<file path="src/rtl/sp_ram_pkg.sv">
// Shared types and helpers for the sp_ram_ctrl slice.
package sp_ram_pkg;

  typedef enum logic [1:0] {
    RDW_NO_CHANGE   = 2'd0,
    RDW_READ_FIRST  = 2'd1,
    RDW_WRITE_FIRST = 2'd2
  } rd_on_wr_e;

  typedef enum logic {
    ST_CLEAR = 1'b0,
    ST_RUN   = 1'b1
  } sp_ram_state_e;

  localparam int unsigned MAX_DATA_W = 64;

  // Callers zero-extend narrower words; the extra zeros do not affect parity.
  function automatic logic even_parity(input logic [MAX_DATA_W-1:0] v);
    return ^v;
  endfunction

endpackage

</file>
<file path="src/rtl/sp_ram_core.sv">
// Bare single-port storage array: synchronous write, asynchronous read.
import sp_ram_pkg::*;

module sp_ram_core #(
  parameter int unsigned WORD_W = 8,
  parameter int unsigned ADDR_W = 7
) (
  input  logic              clk,
  input  logic              we,
  input  logic [ADDR_W-1:0] addr,
  input  logic [WORD_W-1:0] wdata,
  output logic [WORD_W-1:0] rdata
);

  localparam int unsigned DEPTH = 1 << ADDR_W;

  logic [WORD_W-1:0] mem [DEPTH];

  always_ff @(posedge clk) begin
    if (we) mem[addr] <= wdata;
  end

  assign rdata = mem[addr];

endmodule

</file>
<file path="src/rtl/sp_ram_ctrl.sv">
// Single-port RAM controller with clear sequencer and read-during-write modes.
// Optional parity storage/check enabled by defining SP_RAM_PARITY_EN.
import sp_ram_pkg::*;

module sp_ram_ctrl #(
  parameter int unsigned          DATA_W    = 8,
  parameter int unsigned          ADDR_W    = 7,
  parameter logic [DATA_W-1:0]    CLEAR_VAL = '0,
  parameter int unsigned          RD_ON_WR  = 0
) (
  input  logic              clk,
  input  logic              reset,
  input  logic              clr,
  input  logic              req,
  input  logic              we,
  input  logic [ADDR_W-1:0] addr,
  input  logic [DATA_W-1:0] wdata,
  output logic              ready,
  output logic              busy,
  output logic              rvalid,
  output logic [DATA_W-1:0] rdata,
  output logic              par_err
);

  localparam rd_on_wr_e MODE = rd_on_wr_e'(RD_ON_WR[1:0]);

`ifdef SP_RAM_PARITY_EN
  localparam int unsigned WORD_W = DATA_W + 1;
`else
  localparam int unsigned WORD_W = DATA_W;
`endif

  sp_ram_state_e     state_q, state_d;
  logic [ADDR_W-1:0] ptr_q, ptr_d;

  logic              accept;
  logic              core_we;
  logic [ADDR_W-1:0] core_addr;
  logic [DATA_W-1:0] wr_data;
  logic [WORD_W-1:0] core_wdata;
  logic [WORD_W-1:0] core_rdata;

  logic              rvalid_d;
  logic [DATA_W-1:0] rdata_d;
  logic              par_err_d;
  logic              par_err_q;

  assign ready  = (state_q == ST_RUN);
  assign busy   = (state_q == ST_CLEAR);
  assign accept = req && ready;

  always_comb begin
    state_d = state_q;
    ptr_d   = ptr_q;
    case (state_q)
      ST_CLEAR: begin
        if (clr)             ptr_d   = '0;
        else if (ptr_q == '1) state_d = ST_RUN;
        else                 ptr_d   = ptr_q + ADDR_W'(1);
      end
      ST_RUN: begin
        if (clr) begin
          state_d = ST_CLEAR;
          ptr_d   = '0;
        end
      end
      default: begin
        state_d = ST_CLEAR;
        ptr_d   = '0;
      end
    endcase
  end

  // Storage port: the sweep owns the array while busy, requests are ignored.
  always_comb begin
    core_we   = busy || (accept && we);
    core_addr = busy ? ptr_q : addr;
    wr_data   = busy ? CLEAR_VAL : wdata;
`ifdef SP_RAM_PARITY_EN
    core_wdata = {parity_of(wr_data), wr_data};
`else
    core_wdata = wr_data;
`endif
  end

  sp_ram_core #(
    .WORD_W (WORD_W),
    .ADDR_W (ADDR_W)
  ) u_core (
    .clk   (clk),
    .we    (core_we),
    .addr  (core_addr),
    .wdata (core_wdata),
    .rdata (core_rdata)
  );

`ifdef SP_RAM_PARITY_EN
  function automatic logic parity_of(input logic [DATA_W-1:0] d);
    logic [MAX_DATA_W-1:0] ext;
    ext = '0;
    ext[DATA_W-1:0] = d;
    return even_parity(ext);
  endfunction
`endif

  // core_rdata is sampled before the write edge, so it is the old word.
  always_comb begin
    rvalid_d  = accept && (!we || (MODE != RDW_NO_CHANGE));
    rdata_d   = core_rdata[DATA_W-1:0];
    par_err_d = 1'b0;
    if (accept && we && (MODE == RDW_WRITE_FIRST)) begin
      rdata_d = wdata;
    end else begin
`ifdef SP_RAM_PARITY_EN
      par_err_d = parity_of(core_rdata[DATA_W-1:0]) != core_rdata[DATA_W];
`endif
    end
  end

  always_ff @(posedge clk or posedge reset) begin
    if (reset) begin
      state_q   <= ST_CLEAR;
      ptr_q     <= '0;
      rvalid    <= 1'b0;
      rdata     <= '0;
      par_err_q <= 1'b0;
    end else begin
      state_q   <= state_d;
      ptr_q     <= ptr_d;
      rvalid    <= rvalid_d;
      par_err_q <= rvalid_d && par_err_d;
      if (rvalid_d) rdata <= rdata_d;
    end
  end

`ifdef SP_RAM_PARITY_EN
  assign par_err = par_err_q;
`else
  assign par_err = 1'b0;
`endif

endmodule

</file>
<file path="config.mk">
export PLATFORM = sky130hd
export DESIGN_NAME = sp_ram_ctrl
export DESIGN_NICKNAME = d
export VERILOG_FILES = /design/src/rtl/sp_ram_pkg.sv /design/src/rtl/sp_ram_core.sv /design/src/rtl/sp_ram_ctrl.sv
export SDC_FILE = /design/constraint.sdc
export NUM_CORES = 1
export LEC_CHECK = 0
export BUFFER_PORTS_ARGS = -buffer_cell sky130_fd_sc_hd__buf_4
export CAP_MARGIN = 20
export CORE_UTILIZATION = 40
export CTS_CLUSTER_SIZE = 30
export DETAILED_ROUTE_END_ITERATION = 6
export HOLD_SLACK_MARGIN = 0.1
export PLACE_DENSITY_LB_ADDON = 0.05
export SETUP_SLACK_MARGIN = 0.05
export SYNTH_ARGS = -nofsm -noshare
export SYNTH_HDL_FRONTEND = slang
export SYNTH_HIERARCHICAL = 1
export SYNTH_SLANG_ARGS = --single-unit
</file>
<file path="constraint.sdc">
create_clock -name clk -period 4.03 [get_ports clk]
set_clock_uncertainty 0.2 [all_clocks]
set_input_delay 0.403 -clock clk [delete_from_list [all_inputs] [get_ports clk]]
set_output_delay 0.403 -clock clk [all_outputs]
set_load 0.05 [all_outputs]
</file>
### Word level (Yosys, flattened, before mapping)

Memories as Yosys holds them, arrays and structs flattened. A register that Yosys moved wholly into a read port is not among the register bits.
Cells that the tools add are included.

* add/sub/neg operators: 1
* $mul: 0
* divide/modulo/power cells: 0
* $lt $le $gt $ge: 0
* equal/unequal tests: 3
* shift-type cells: 0
* multiplexer cells: 12
* bitwise gates (word level): 1
* reductions and logical operators: 6

Operators by type and width (count)
* $mux W7: 4
* $pmux W7 S2: 1
* $mux W8: 1
* $add A7 B1 Y7 const B: 1
* $eq A7 B7 Y1 const B: 1
* $mux W1: 5
* $logic_and A1 B1 Y1: 3
* $ne A3 B3 Y1 const B: 1
* $ne A2 B2 Y1 const B: 1
* $pmux W1 S2: 1
* $reduce_and A2 Y1: 1
* $logic_not A1 Y1: 1
* $logic_or A1 B1 Y1: 1
* $not A1 Y1: 1

* flip-flop bits (word level): 9
* bits in latches: 0
* bits in writable memories: 1024
* memory bits (read-only): 0
* input bits: 20
* output and inout port bits: 12
* logic and storage cells: 27
* memories: 1

Memories
* u_core.mem: words 128, width 8, read ports 1, clocked after Yosys merged registers in 1, wr ports 1, line sp_ram_core.sv:17 `logic [WORD_W-1:0] mem [DEPTH];`

### Logic depth before layout (Yosys ltp)

* depth in word-level cells: 5
* depth in mapped cells: 17
* mapped depth without buffers: 11

### By module

Netlist, hierarchy kept.

By module, submodules not included
* sp_ram_core: instances 1, cells each 2467, area an instance 40273.6 sq um, sequential area each 30749.5 sq um
* sp_ram_ctrl: instances 1, cells each 95, area an instance 870.8 sq um, sequential area each 425.4 sq um

### Worst setup path after synthesis

OpenSTA, ideal clock, no wires.

* kind: reg-to-reg
* start point: register state_q, in the netlist ready
* end point: memory u_core.mem[72][0], enable pin
* library setup time: 395 ps
* data arrival time: 3057 ps
* required time: 3435 ps
* setup slack: 378 ps
* stages on the path, launching flop included: 9
* period minus slack after synthesis: 3652 ps
* path through: dfrtp_1 -> buf_2 -> mux2_1 -> buf_6 -> buf_6 -> buf_2 -> clkbuf_1 -> clkbuf_1 -> nor4_1

* elaborated cells between the ends (all ways): 7
* classes of those cells: 3 x mux; 1 x bitwise; 3 x reduce/logical

RTL lines
* start, declared: line sp_ram_ctrl.sv:33 `sp_ram_state_e state_q, state_d;`
* start signal, assigned: line sp_ram_ctrl.sv:128 `state_q <= state_d;`
* $mux W7: line sp_ram_ctrl.sv:77 `core_addr = busy ? ptr_q : addr;`
* net core_addr[1]: line sp_ram_ctrl.sv:38 `logic [ADDR_W-1:0] core_addr;`
* end, declared: line sp_ram_core.sv:17

The timed path passes the listed nets, and every way through them passes these cells.

### Worst setup path after layout

* start point: register state_q, in the netlist ready
* end point: register rdata[7] (read register of u_core.mem)

* elaborated cells between the ends (all ways): 3
* classes of those cells: 1 x mux; 2 x reduce/logical

RTL lines
* $mux W7: line sp_ram_ctrl.sv:77
* net core_addr[1]: line sp_ram_ctrl.sv:38
* end, declared: line sp_ram_ctrl.sv:21 `output logic [DATA_W-1:0] rdata,`

The timed path passes the listed nets, and every way through them passes these cells.
A chain may end at the register's enable or synchronous reset.

==> results.md <==
- Status: complete, no violations
- Layout cells sized above 1: 21.7%
- Core Util, Final: 47.7%
- Clock buffer depth: 3
- Clock latency on the worst-skew pair: 0.69 ns
- Vias/cell: 5.99
- Area Growth Syn to Fin: 18.1%
- Post-synth ARST share: 1.63%
- Clk sinks: 1041
- # H-tree levels: 3
- Distinct cells, synth: 75
- Die height: 323 µm
- Routability cong.: 0.873
- RR Startpoint: ready
- Die Wd: 323 µm
- #FFs+latches synth: 1041
- Fillers: 8841
- Delay of the slowest critical-path stage: 0.51 ns
- Routed vias: 25800
- Grt ovf: 0
- Worst hold stages: 2
- I/O pin cnt: 32
- Mean post-synth cell area: 16.1 µm²
- Mapped cell area: 41100 µm²
- DP Worst Slack: -0.150 ns
- Setup CP Type: flip-flop to flip-flop
- Antenna violations before repair: 1
- Critical path's slowest cell: mux2_8
- DRT antenna net count: 0
- Routed len/inst: 32.6 µm
- Worst Setup End Kind: flip-flop
- # diodes: 0
- RSZ-0062 raised after global routing: false
- CTS Buf Count: 111
- Vias in the first global route: 25600
- DRC Markers: 0
- Net Sw Power: 5.43 mW
- Comb power frac: 7.7%
- Adder-Cell Fraction of Synth Area: 0.0304%
- Drt pass-1 iters: 6
- Sequential-to-total area share from yosys stat: 75.8%
- Rows: 117
- Core area: 102000 µm²
- Final hold viol count: 0
- Total wire length: 140000 µm
- Top FF cell, synth: edfxtp_1
- IO Port Bufs: 30
- Final instance area: 48600 µm²
- Net count after synthesis: 2583
- Die ar.: 104000 µm²
- Clock root cell: clkbuf_16
- Critical path peak fanout: 19
- HPWL Detailed: 89500 µm
- First-pass GRT wire length: 198000 µm
- CTS tree: done
- Pin count of the biggest net entering global routing: 111
- Starting density of the core: 40.4%
- Post-synthesis xor/xnor area fraction: 0.0213%
- Worst Hold Class: input pin to flip-flop
- Total power: 23.5 mW
- Pwr/cell area: 483 nW/µm²
- Final Max Tran Viols: 0
- Initial DRC Count: 3036
- Area after DPL: 45000 µm²
- Nets: 2869
- R2R cell count: 12
- Multi-input gate area: 9000 µm²
- Simple-Gate Fraction of Synth Area: 4.98%
- Mapped Cells: 2562
- Multiplexer area fraction after synthesis: 4.09%
- Critical Path Source Type: flip-flop
- Worst Tran Pin Value: 0.975 ns
- Reg area: 31200 µm²
- Maxcap violations: 0
- Seq pwr share: 50.1%
- Worst-path clk slew: 0.06 ns
- Post-route setup slack: 0.0995 ns
- Max Fclk: 0.254 GHz
- # Post-CTS Setup Buffers: 0
- Sw Ratio: 23.1%
- Final Setup Violations: 0
- Worst EP arrival: 4.31 ns
- CP cell instances: buf_4 -> mux2_8 -> and2_4 -> buf_4 -> a221oi_1 -> nor2_1 -> o21ai_0 -> o211ai_1 -> a221oi_2 -> nand4b_1 -> nand2_1 -> nand2_1
- Max-slew headroom: 34.8%
- Period utilization: 97.5%
- P_int: 18.0 mW
- Number of flops mapped to enable cells by yosys: 1024
- Synth Area in Compound Gates: 12.5%
- Maximum VDD drop: 350 µV
- All-Layer GR Usage: 27.0%
- Largest family of logic cells by synthesized area: compound AO/OA/AOI/OAI gates
- Req. time, crit path: 4.41 ns
- Min-delay src: wdata[5]
- Worst-case hold slack: 0.130 ns
- Tmin final: 3.93 ns
- Yosys warns: 6
- CP startpoint: ready
- Clock power frac: 42.2%
- Leak pwr: 16.7 nW
[path summary, 6_finish.rpt]
kind                                      to  slack (ns)
setup reg to reg                    rdata[7]         0.1
hold reg to reg                     rdata[7]        0.29
min in group asynchronous              ready        0.58
max in group asynchronous           rdata[2]        2.62
setup / recovery                    rdata[7]         0.1
hold / removal             u_core/mem[79][5]        0.13
[registers in the layout, summed over array words and instances, names as in the netlist]
name,count
ready,1
rdata,8
ptr_q,7
u_core/mem,1024
rvalid,1
[logic make-up (layout without fill, tap and decap cells)]
| logic type | count (synthesis) | count (layout) |
|---|---|---|
| DFF | 1041 | 1041 |
| AOI/OAI and AO/OA | 688 | 688 |
| and+or+nand+nor | 479 | 480 |
| buffers and inverters | 206 | 579 |
| muxes | 145 | 145 |
| adders and majority gates | 1 | 1 |
| other | 1 | 1 |
| xor gates and xnor gates | 1 | 1 |
[cells in the mapped netlist, types with 6 or more instances]
library cell	count	area share, %
o211ai_1	11	0.20
o21ai_0	80	0.97
o221ai_1	17	0.36
nor2b_1	14	0.21
buf_1	12	0.11
dfrtp_1	17	1.0
and2_1	13	0.20
a221o_1	20	0.49
a221oi_1	220	4.7
o22a_1	11	0.23
edfxtp_1	1024	75
mux2i_1	62	1.5
o31ai_1	6	0.11
buf_4	10	0.18
nor3_1	16	0.19
o22ai_1	24	0.36
nand3_1	18	0.22
mux2_1	11	0.30
buf_6	23	0.63
clkbuf_1	73	0.67
a22o_1	41	0.87
nand4_1	10	0.15
nand2b_1	9	0.14
a22oi_1	73	1.3
mux2_2	60	1.6
a21oi_1	125	1.5
a211oi_1	8	0.15
nand2_1	132	1.2
nor2_1	246	2.2
buf_2	81	0.99
mux4_2	11	0.60
[power by group through the flow]
stage | Sequential [mW] | Clock [mW] | Combinational [mW]
6_report | 11.8 | 9.90 | 1.81
5_1_grt | 11.8 | 10.5 | 1.88
4_1_cts | 11.8 | 10.1 | 1.80
3_5_place_dp | 12.0 | 0 | 1.79
3_3_place_gp | 12.0 | 0 | 1.79
2_1_floorplan | 12.0 | 0 | 0.914
[worst max-delay path: cells and delay by family, from the launching register on]
family | cells | cell delay, ns
AOI/OAI and AO/OA | 4 | 1.24
buffers and inverters | 2 | 0.56
DFF | 1 | 0.42
muxes | 1 | 0.51
and+or+nand+nor | 5 | 0.83
[metrics by stage]
stage	TNS (ns)	instances
6_report	0	4304
3_5_place_dp	-0.150	4097
4_1_cts	0	4301
3_3_place_gp	-0.180	4097
5_1_grt	0	4304
2_1_floorplan	0	2562
[placed cells by master, fill, tap and decap left out, types with 17 or more instances in the layout]
cell	instances
edfxtp_1	1024
buf_4	335
nor2_1	245
a221oi_1	219
nand2_1	131
a21oi_1	125
clkbuf_16	114
o21ai_0	80
a22oi_1	73
mux2_2	62
mux2i_1	62
a22o_1	41
buf_12	31
clkinv_1	29
clkinv_2	24
o22ai_1	24
a221o_1	20
nand3_1	18
clkbuf_1	18
dfrtp_1	17
o221ai_1	17
[repair_timing]
action                     4_1_cts  5_1_grt
hold buffers                     3        1
setup endpoints to repair        1        2
hold endpoints to repair        43        5
cloned                           0        1
pin swaps                        0        1
gates resized for setup          1        1
[routing by layer]
layer	vias up	part of all wire, %	global-route usage, %	wire [µm]
met4	0	2.1	6.38	2940
met2	1133	48	43.8	67000
li1	10900	-	-	-
met5	-	0	0	0
met1	13500	43	38.5	60200
met3	185	7.3	3.78	10300
[layout make-up]
cell class | instances | share of cell area, %
Inverter | 7 | 0.0592
Clock inverter | 69 | 1.16
Sequential cell | 1041 | 64.1
Clock buffer | 132 | 6.01
Multi-Input combinational cell | 1316 | 18.5
Timing Repair Buffer | 371 | 6.59
Tap cell | 1368 | 3.52
No activity file was read; power rests on OpenSTA's default activity.
